### src/rtl/pulse_catcher.sv
// pulse_catcher: synchronizes a held level into Clk and regenerates one single-cycle pulse per event,
// queuing undelivered events in a saturating counter and flagging overflow and a stuck-high input.
module pulse_catcher #(
    parameter int SYNC_STAGES = 2,
    parameter int MAX_PEND    = 7,
    parameter int STUCK_LIM   = 64,
    localparam int PW         = $clog2(MAX_PEND + 1)
) (
    input  logic          Clk,
    input  logic          Reset,
    input  logic          i_in,
    input  logic          i_ready,
    input  logic          i_ovf_clr,
    output logic          o_pulse,
    output logic [PW-1:0] o_pending,
    output logic          o_ovf,
    output logic          o_stuck
);
    localparam int HW = $clog2(STUCK_LIM);
    localparam logic [HW-1:0] HLIM = HW'(STUCK_LIM - 2);
    localparam logic [PW-1:0] PMAX = PW'(MAX_PEND);
    typedef enum logic [1:0] {S_ARM, S_IDLE, S_HIGH, S_STUCK} state_t;
    state_t                 r_state, w_next;
    logic [SYNC_STAGES-1:0] r_sync, r_vld;
    logic [HW-1:0]          r_hcnt;
    logic [PW-1:0]          r_pend;
    logic                   w_sy, w_rise, w_take, w_drop;
    assign w_sy      = r_sync[SYNC_STAGES-1];
    assign o_pending = r_pend;
    // r_vld marks when w_sy carries a real post-reset sample, so the reset zeros never pass for a low
    always_ff @(posedge Clk) begin
        if (Reset) begin
            r_sync <= '0;
            r_vld  <= '0;
        end else begin
            r_sync <= {r_sync[SYNC_STAGES-2:0], i_in};
            r_vld  <= {r_vld[SYNC_STAGES-2:0], 1'b1};
        end
    end
    always_ff @(posedge Clk) begin
        if (Reset)
            r_state <= S_ARM;
        else
            r_state <= w_next;
    end
    always_comb begin
        w_next = r_state;
        case (r_state)
            S_ARM:   w_next = (r_vld[SYNC_STAGES-1] && !w_sy) ? S_IDLE : S_ARM;
            S_IDLE:  w_next = w_sy ? S_HIGH : S_IDLE;
            S_HIGH:  w_next = !w_sy ? S_IDLE : (r_hcnt == HLIM) ? S_STUCK : S_HIGH;
            default: w_next = w_sy ? S_STUCK : S_IDLE;
        endcase
    end
    always_comb begin
        w_rise = (r_state == S_IDLE) && w_sy;
        w_take = i_ready && (r_pend != '0 || w_rise);
        w_drop = w_rise && !w_take && r_pend == PMAX;
    end
    always_ff @(posedge Clk) begin
        if (Reset) begin
            r_hcnt  <= '0;
            o_stuck <= 1'b0;
        end else begin
            r_hcnt  <= (r_state == S_IDLE) ? '0 :
                       (r_state == S_HIGH && w_sy) ? r_hcnt + HW'(1) : r_hcnt;
            o_stuck <= (w_next == S_STUCK);
        end
    end
    always_ff @(posedge Clk) begin
        if (Reset) begin
            o_pulse <= 1'b0;
            r_pend  <= '0;
            o_ovf   <= 1'b0;
        end else begin
            o_pulse <= w_take;
            r_pend  <= w_drop ? r_pend : r_pend + PW'(w_rise) - PW'(w_take);
            o_ovf   <= w_drop | (o_ovf & ~i_ovf_clr);
        end
    end
endmodule
### config.mk
export PLATFORM = sky130hd
export DESIGN_NAME = pulse_catcher
export DESIGN_NICKNAME = d
export VERILOG_FILES = /design/src/rtl/pulse_catcher.sv
export SDC_FILE = /design/constraint.sdc
export NUM_CORES = 1
export LEC_CHECK = 0
export BUFFER_PORTS_ARGS = -buffer_cell sky130_fd_sc_hd__buf_2
export CORE_ASPECT_RATIO = 1.4
export CORE_MARGIN = 4
export CORE_UTILIZATION = 40
export DETAILED_ROUTE_END_ITERATION = 16
export GPL_ROUTABILITY_DRIVEN = 0
export MAX_ROUTING_LAYER = met4
export PLACE_DENSITY = 0.65
export SKIP_CTS_REPAIR_TIMING = 1
export SLEW_MARGIN = 40
export SYNTH_ARGS = -nofsm -noshare
export SYNTH_HDL_FRONTEND = slang
export SYNTH_SLANG_ARGS = --single-unit
### constraint.sdc
create_clock -name Clk -period 2.7 [get_ports Clk]
set_input_delay 0.54 -clock Clk [delete_from_list [all_inputs] [get_ports Clk]]
set_output_delay 0.54 -clock Clk [all_outputs]
set_load 0.1 [all_outputs]
Word level (Yosys, flattened, before mapping). Cells that the tools add are included.

Input bits: 5. Word-level logic and storage cells: 39. Flip-flop bits (word level): 18. RAM bits: 0. Latch bits: 0. Memories kept: 0. Output and inout port bits: 6. Memory bits (read-only): 0.

Add/subtract/negate cells: 3. Div/mod/pow operators: 0. Eq/ne operators: 5. $lt $le $gt $ge: 0. Muxes and demuxes: 7. Reductions and logical operators: 12. Bitwise gates (word level): 3. Multiply operators: 0. Shift-type cells: 0.

Operator list (count): 6-bit by 1-bit adder with 6-bit output, second input constant (1); 6-bit == test, second input constant (1); 1-bit logical AND (6); 2-bit two-way mux (3); 2-bit one-hot mux with 3 select lines (1); 2-bit == test, second input constant (2); 3-bit by 1-bit adder with 3-bit output (1); 3-bit == test, second input constant (1); 1-bit two-way mux (3); 3-bit nonzero test (1); 3-bit by 1-bit subtractor with 3-bit output (1); 2-bit by 1-bit == test with 1-bit output, second input constant (1); 1-bit logical NOT (2); 2-bit logical NOT (1); 2-bit OR reduction (1); 1-bit AND (1); 1-bit logical OR (1); 1-bit NOT (1); 1-bit OR (1).

Logic depth before layout (Yosys ltp). Gate-level depths: netlist of run 1.

Depth in word-level cells: 8. Gate-level depth with buffers: 10.

Worst setup path before layout of run 1. OpenSTA, ideal clock, no wires.

Kind: flip-flop to flip-flop. From: register r_pend[1], in the netlist o_pending[1]. To: register r_pend[2], in the netlist o_pending[2]. Slack: 257 ps. Cell stages (with the launch flop): 9. Library setup time: 70 ps. Data required time: 2630 ps. Path buffers: 0. Arrival: 2373 ps. Path through: dfxtp_1 o41ai_2 ha_1 inv_1 ha_1 inv_1 fa_1 a21o_1 a21oi_1.

Longest elaborated chain between the ends: 6.

Ends and longest elaborated chain: start, declared (line 26) `logic [PW-1:0] r_pend;`; start signal, assigned (line 77) `r_pend <= w_drop ? r_pend : r_pend + PW'(w_rise) - PW'(w_take);`; parallel branches: the longest is 6 deep, another holds 3-bit by 1-bit adder with 3-bit output.

Parallel ways; which one is timed is not known. A chain may end at the register's enable or synchronous reset.

Worst setup path in the final report of run 1.
From: register r_state[1]. To: register r_pend[2], in the netlist o_pending[2].

Longest elaborated chain between the ends: 7.

Ends and longest elaborated chain: start, declared (line 23) `state_t r_state, w_next;`; start signal, assigned (line 44) `r_state <= w_next;`; 2-bit by 1-bit == test with 1-bit output * (line 56) `w_rise = (r_state == S_IDLE) && w_sy;`; 1-bit logical AND * (line 56); parallel branches: the longest is 5 deep, another holds 3-bit by 1-bit adder with 3-bit output.

Every way passes the cells marked *.

==> flow_metrics.env, run 1 <==
export IMPL_syn_inst=77
export IMPL_max_slew_worst_pin_slew_ns=0.648
export IMPL_start_util=0.426
export IMPL_synthAdderAreaFrac=0.107
export IMPL_numCtsBuffers=3
export IMPL_synth_edff_count=0
export IMPL_internal_power_w=0.000448
export IMPL_tns_ns=0
export IMPL_finClkSkew_ns=0.00572
export IMPL_crit_required_ns=2.93
export IMPL_cts_reportedPaths_clkPinSlew_ns=0.10
export IMPL_status="finished, final reports clean"
export IMPL_dp_hpwl_mm=1.01
export IMPL_cts_sinks=18
export IMPL_p_leak_nw=0.394
export IMPL_synth_top_family_by_area="simple AND/OR/NAND/NOR gates"
export IMPL_syn_mean_instance_area_um2=9.98
export IMPL_finalWorstSetupSlack_ns=0.489
export IMPL_grt_start_max_net_pins=11
export IMPL_floorplan_rows=18
export IMPL_dieArea_mm2=0.00270
export IMPL_die_w_um=45.0
export IMPL_pwr_share_comb=0.385
export IMPL_final_net_count=102
export IMPL_multiInputGateArea_um2=374
export IMPL_drc=0
export IMPL_syn_nets=88
export IMPL_place_ws_ns=0.501
export IMPL_cpPeakStageDelay_ns=0.45
export IMPL_synth_warnings=0
export IMPL_fillers=191
export IMPL_yosys_mux_area_fraction=0
export IMPL_crit_fanout=8
export IMPL_period_needed_ns=2.21
export IMPL_period_share=0.819
export IMPL_p_total_w=0.000797
export IMPL_rsz0062_at_grt="no"
export IMPL_cts_buffer_depth=2
export IMPL_fin_hold_ws_ns=0.450
export IMPL_crit_path_start_kind="flip-flop"
export IMPL_arrival_ns=2.44
export IMPL_syn_to_final_growth_pct=14.0
export IMPL_first_global_vias=565
export IMPL_drive_gt1_frac=0.211
export IMPL_dr_pass1_iters=3
export IMPL_vdd_drop_max_uv=694
export IMPL_grt_overflow=0
export IMPL_fp_dieH_um=59.9
export IMPL_netSwitchingFraction=0.437
export IMPL_core_area_mm2=0.00180
export IMPL_hold_viol=0
export IMPL_synth_simple_gate_area_frac=0.184
export IMPL_ys_ff_latch=18
export IMPL_netlist_area_um2=768
export IMPL_clockRootBuffer="clkbuf_4"
export IMPL_ant_nets=0
export IMPL_p_switching_w=0.000349
export IMPL_ys_seq_area_frac=0.469
export IMPL_antenna_found_initial=0
export IMPL_synth_async_sr_flop_share=0
export IMPL_post_synth_xor_area_fraction=0.0342
export IMPL_path_class="flip-flop to flip-flop"
export IMPL_worst_hold_path_type="flip-flop to flip-flop"
export IMPL_placedInstanceArea_um2=840
export IMPL_yosysUniqueCellTypes=30
export IMPL_p_seq_frac=0.412
export IMPL_n_antenna_cell=0
export IMPL_grt_first_pass_wirelength_mm=2.28
export IMPL_cp_slowest_cell="dfxtp_1"
export IMPL_grtUsageTotal=0.121
export IMPL_port_buffers=10
export IMPL_synth_top_flop_cell="dfxtp_1"
export IMPL_fmaxAchievable_ghz=0.452
export IMPL_p_clk_frac=0.203
export IMPL_path_buf_inv=3
export IMPL_final_max_slew_viol_count=0
export IMPL_htree_levels=1
export IMPL_drv_cap=0
export IMPL_synth_compound_area_frac=0.161
export IMPL_setup_viol=0
export IMPL_path_cells="nand3b_1 > inv_1 > o41ai_2 > ha_1 > inv_1 > ha_1 > inv_1 > fa_1 > a21o_1 > a21oi_1"
export IMPL_drt_iter0_drc=7
export IMPL_critPathCaptureType="flip-flop"
export IMPL_routedWlPerCell_um=11.7
export IMPL_final_seq_area_um2=360
export IMPL_powerDensity_mw_per_mm2=910
export IMPL_fin_area_um2=876
export IMPL_routed_wl_mm=1.29
export IMPL_critPathMostFrequentCell="inv_1"
export IMPL_post_drt_via_cell_ratio=5.09
export IMPL_clk_latency_ns=0.29
export IMPL_max_slew_margin=0.564
export IMPL_cts_tree="done"
export IMPL_vias=560
export IMPL_cp_top_family="adder cells"
export IMPL_ioPinCount=11
## layout make-up
cell class,instances,share of cell area
Inverter,8,0.0343
Tap cell,20,0.0286
Clock buffer,4,0.0414
Timing Repair Buffer,10,0.0571
Sequential cell,18,0.411
Multi-Input combinational cell,50,0.427
## cell usage in the layout, fill, tap and decap left out, types with 2 or more instances in the layout
cell and n:
o21ai_0 3, a21oi_1 7, nor2_1 6, buf_2 10, clkbuf_4 3, xor2_1 2, inv_1 8, nor2b_1 3
dfxtp_1 18, a211oi_1 2, nand3_1 3, ha_1 5
## through the flow
step / cells / util
2_1_floorplan: 77 / -
3_3_place_gp: 106 / 0.466
3_5_place_dp: 106 / 0.466
4_1_cts: 110 / 0.486
5_1_grt: 110 / 0.486
6_report: 110 / 0.486
## final timing paths
check	start	to	slack, ns	cells past startpoint
setup / recovery	r_state[1]	o_pending[2]	0.49	10
hold / removal	r_vld[0]	r_vld[1]	0.45	1
setup reg to reg	r_state[1]	o_pending[2]	0.49	10
hold reg to reg	r_vld[0]	r_vld[1]	0.45	1
## cell families after synthesis
group	count (synthesis)
buffers and inverters	9
adders and majority gates	6
DFF	18
AOI/OAI and AO/OA	18
and+or+nand+nor	23
xor gates and xnor gates	3
## Yosys cell counts (2+ instances only)
library cell,n,area (µm²)
nor2_1,6,22.5
nor2b_1,3,18.8
a21oi_1,7,35.0
a211oi_1,2,15.0
nand3_1,3,15.0
o21ai_0,3,15.0
ha_1,5,62.6
inv_1,8,30.0
dfxtp_1,18,360
xor2_1,2,17.5
## state kept, by name, indices dropped and copies added (netlist names)
name and cells:
o_ovf 1, o_pending 3, r_state 2, r_vld 2, o_stuck 1, r_sync 2, r_hcnt 6, o_pulse 1
## power groups by stage
| stage | Clock (W) | Sequential (W) | Combinational, W |
|---|---|---|---|
| 3_5_place_dp | 0 | 0.000336 | 0.000309 |
| 6_report | 0.000162 | 0.000328 | 0.000307 |
| 2_1_floorplan | 0 | 0.000499 | 0.0000953 |
| 4_1_cts | 0.000165 | 0.000330 | 0.000310 |
| 5_1_grt | 0.000178 | 0.000335 | 0.000338 |
| 3_3_place_gp | 0 | 0.000333 | 0.000302 |
## layer usage
metal / routed length (µm) / global-route usage / vias up
met3: 51 / 0.0271 / 4
met1: 559 / 0.131 / 250
met4: 38 / 0.0879 / 0
li1: - / - / 296
met5: 0 / - / -
met2: 639 / 0.190 / 10
(Power assumes the default switching activity.)
==> run 2: changes to the inputs <==
--- a/config.mk
+++ b/config.mk
@@ -12,7 +12,7 @@
 export DETAILED_ROUTE_END_ITERATION = 16
 export GPL_ROUTABILITY_DRIVEN = 0
 export MAX_ROUTING_LAYER = met4
-export PLACE_DENSITY = 0.65
+export PLACE_DENSITY = 0.67
 export SKIP_CTS_REPAIR_TIMING = 1
 export SLEW_MARGIN = 40
 export SYNTH_ARGS = -nofsm -noshare
==> constraint.sdc (replaced) <==
create_clock -name Clk -period 1.95 [get_ports Clk]
set_input_delay 0.39 -clock Clk [delete_from_list [all_inputs] [get_ports Clk]]
set_output_delay 0.39 -clock Clk [all_outputs]
set_load 0.1 [all_outputs]
==> flow_metrics.env, run 2 (synthesis gave the netlist of run 1 again) <==
export IMPL_n_antenna_cell=0
export IMPL_multiInputGateArea_um2=404
export IMPL_drive_gt1_frac=0.358
export IMPL_vdd_drop_max_uv=515
export IMPL_final_cell_mix="dfxtp_1 (14), buf_2 (10), a21oi_1 (6), nor2_1 (6)"
export IMPL_dr_pass1_iters=2
export IMPL_top_register="r_hcnt"
export IMPL_finClkSkew_ns=0.00596
export IMPL_rsz0062_at_grt="yes"
export IMPL_fp_dieH_um=59.9
export IMPL_cts_tree="done"
export IMPL_routedWlPerCell_um=12.6
export IMPL_cp_slowest_cell="fa_2"
export IMPL_ant_nets=0
export IMPL_critPathMostFrequentCell="inv_2"
export IMPL_grt_overflow=0
export IMPL_clk_latency_ns=0.30
export IMPL_cts_reportedPaths_clkPinSlew_ns=0.11
export IMPL_grt_first_pass_wirelength_mm=2.28
export IMPL_final_max_slew_viol_count=0
export IMPL_violations="setup timing"
export IMPL_final_seq_area_um2=373
export IMPL_cpPeakStageDelay_ns=0.52
export IMPL_hold_viol=0
export IMPL_critPathCaptureType="flip-flop"
export IMPL_crit_fanout=2
export IMPL_vias=597
export IMPL_routed_top_layer="met4"
export IMPL_path_cells="nand3b_1 > inv_2 > o41ai_4 > ha_1 > inv_2 > ha_4 > inv_2 > fa_2 > a21oi_2"
export IMPL_start_util=0.426
export IMPL_met3WireLength_um=40
export IMPL_path_class="flip-flop to flip-flop"
export IMPL_dieArea_mm2=0.00270
export IMPL_routed_wl_mm=1.45
export IMPL_fmaxAchievable_ghz=0.508
export IMPL_finalWorstSetupSlack_ns=-0.0183
export IMPL_min_delay_start="i_in"
export IMPL_largest_reg_flops=6
export IMPL_clockRootBuffer="clkbuf_4"
export IMPL_p_leak_nw=0.418
export IMPL_wl_met1_um=596
export IMPL_max_slew_margin=0.536
export IMPL_drc=0
export IMPL_fin_area_um2=956
export IMPL_cts_sinks=18
export IMPL_crit_required_ns=2.15
export IMPL_grtUsageTotal=0.120
export IMPL_core_area_mm2=0.00180
export IMPL_dp_hpwl_um=997
export IMPL_grt_start_max_net_pins=11
export IMPL_floorplan_rows=18
export IMPL_cts_buffer_depth=2
export IMPL_powerDensity_mw_per_mm2=1270
export IMPL_final_common_cell="dfxtp_1"
export IMPL_antenna_found_initial=0
export IMPL_first_global_vias=574
export IMPL_die_w_um=45.0
export IMPL_max_slew_worst_pin_slew_ns=0.688
export IMPL_placedInstanceArea_um2=892
export IMPL_drv_cap=0
export IMPL_port_buffers=10
export IMPL_startpoint="r_state[1]"
export IMPL_status="complete, but fails checks"
export IMPL_final_cells=115
export IMPL_worst_hold_path_type="input pin to flip-flop"
export IMPL_drt_iter0_drc=5
export IMPL_setup_viol=2
export IMPL_crit_path_start_kind="flip-flop"
export IMPL_dr_wl_met2_um=780
export IMPL_dpl_cell_count=110
export IMPL_htree_levels=1
export IMPL_syn_to_final_growth_pct=24.4
export IMPL_final_net_count=107
export IMPL_period_needed_ns=1.97
export IMPL_numCtsBuffers=3
export IMPL_post_drt_via_cell_ratio=5.19
export IMPL_period_share=1.01
export IMPL_arrival_ns=2.17
export IMPL_ioPinCount=11
export IMPL_fillers=177
export IMPL_timing_rr_start="r_state[1]"
==> run 2: cell types whose count changed in the layout (fill, tap and decap cells not counted), moves of 3 or more <==
cell     previous run  this run
dfxtp_1            18        14
dfxtp_4             0         3
inv_1               8         5
inv_2               0         3
buf_4               0         5
==> run 2: critical path, delay by kind of cell (launching register included) <==
| family | cells | cell delay, ns |
|---|---|---|
| buf+inv | 3 | 0.18 |
| simple gates | 1 | 0.13 |
| compound gates | 2 | 0.29 |
| fa+ha+maj | 3 | 0.94 |
| flops | 1 | 0.34 |
==> run 2: cell type report <==
cell class,count,share of cell area
Timing Repair Buffer,15,0.0916
Tap cell,20,0.0262
Clock buffer,4,0.0380
Multi-Input combinational cell,50,0.423
Sequential cell,18,0.390
Inverter,8,0.0314
==> run 2: per-stage QoR <==
step	setup slack [ns]	util	setup TNS (ns)	power (W)	hold slack (ns)
global placement	0.0110	0.495	0	0.000935	0.425
finish	-0.0183	0.531	-0.0186	0.00122	0.308
CTS	-0.0689	0.515	-0.0730	0.00118	0.313
detailed placement	-0.0409	0.495	-0.0409	0.000947	0.424
floorplan	-0.0738	-	-0.107	0.000860	0.414
global route	-0.136	0.531	-0.248	0.00128	0.331
==> run 2: report_power, final <==
group          internal [W]  switching [W]
clock network      0.000114       0.000120
registers          0.000425      0.0000627
logic              0.000147       0.000348
total              0.000686       0.000531
==> run 2: path summary, 6_finish.rpt <==
check                 end  cells after the start  slack [ns]
max reg2reg  o_pending[1]                      9       -0.02
min             r_sync[0]                      2        0.31
min reg2reg      r_vld[1]                      1        0.45
max          o_pending[1]                      9       -0.02
==> run 2: routing by layer <==
metal | global-route usage | vias to the layer above
li1 | - | 303
met1 | 0.106 | 280
met2 | 0.213 | 10
met3 | 0.0361 | 4
met4 | 0.0753 | 0
met5 | - | -
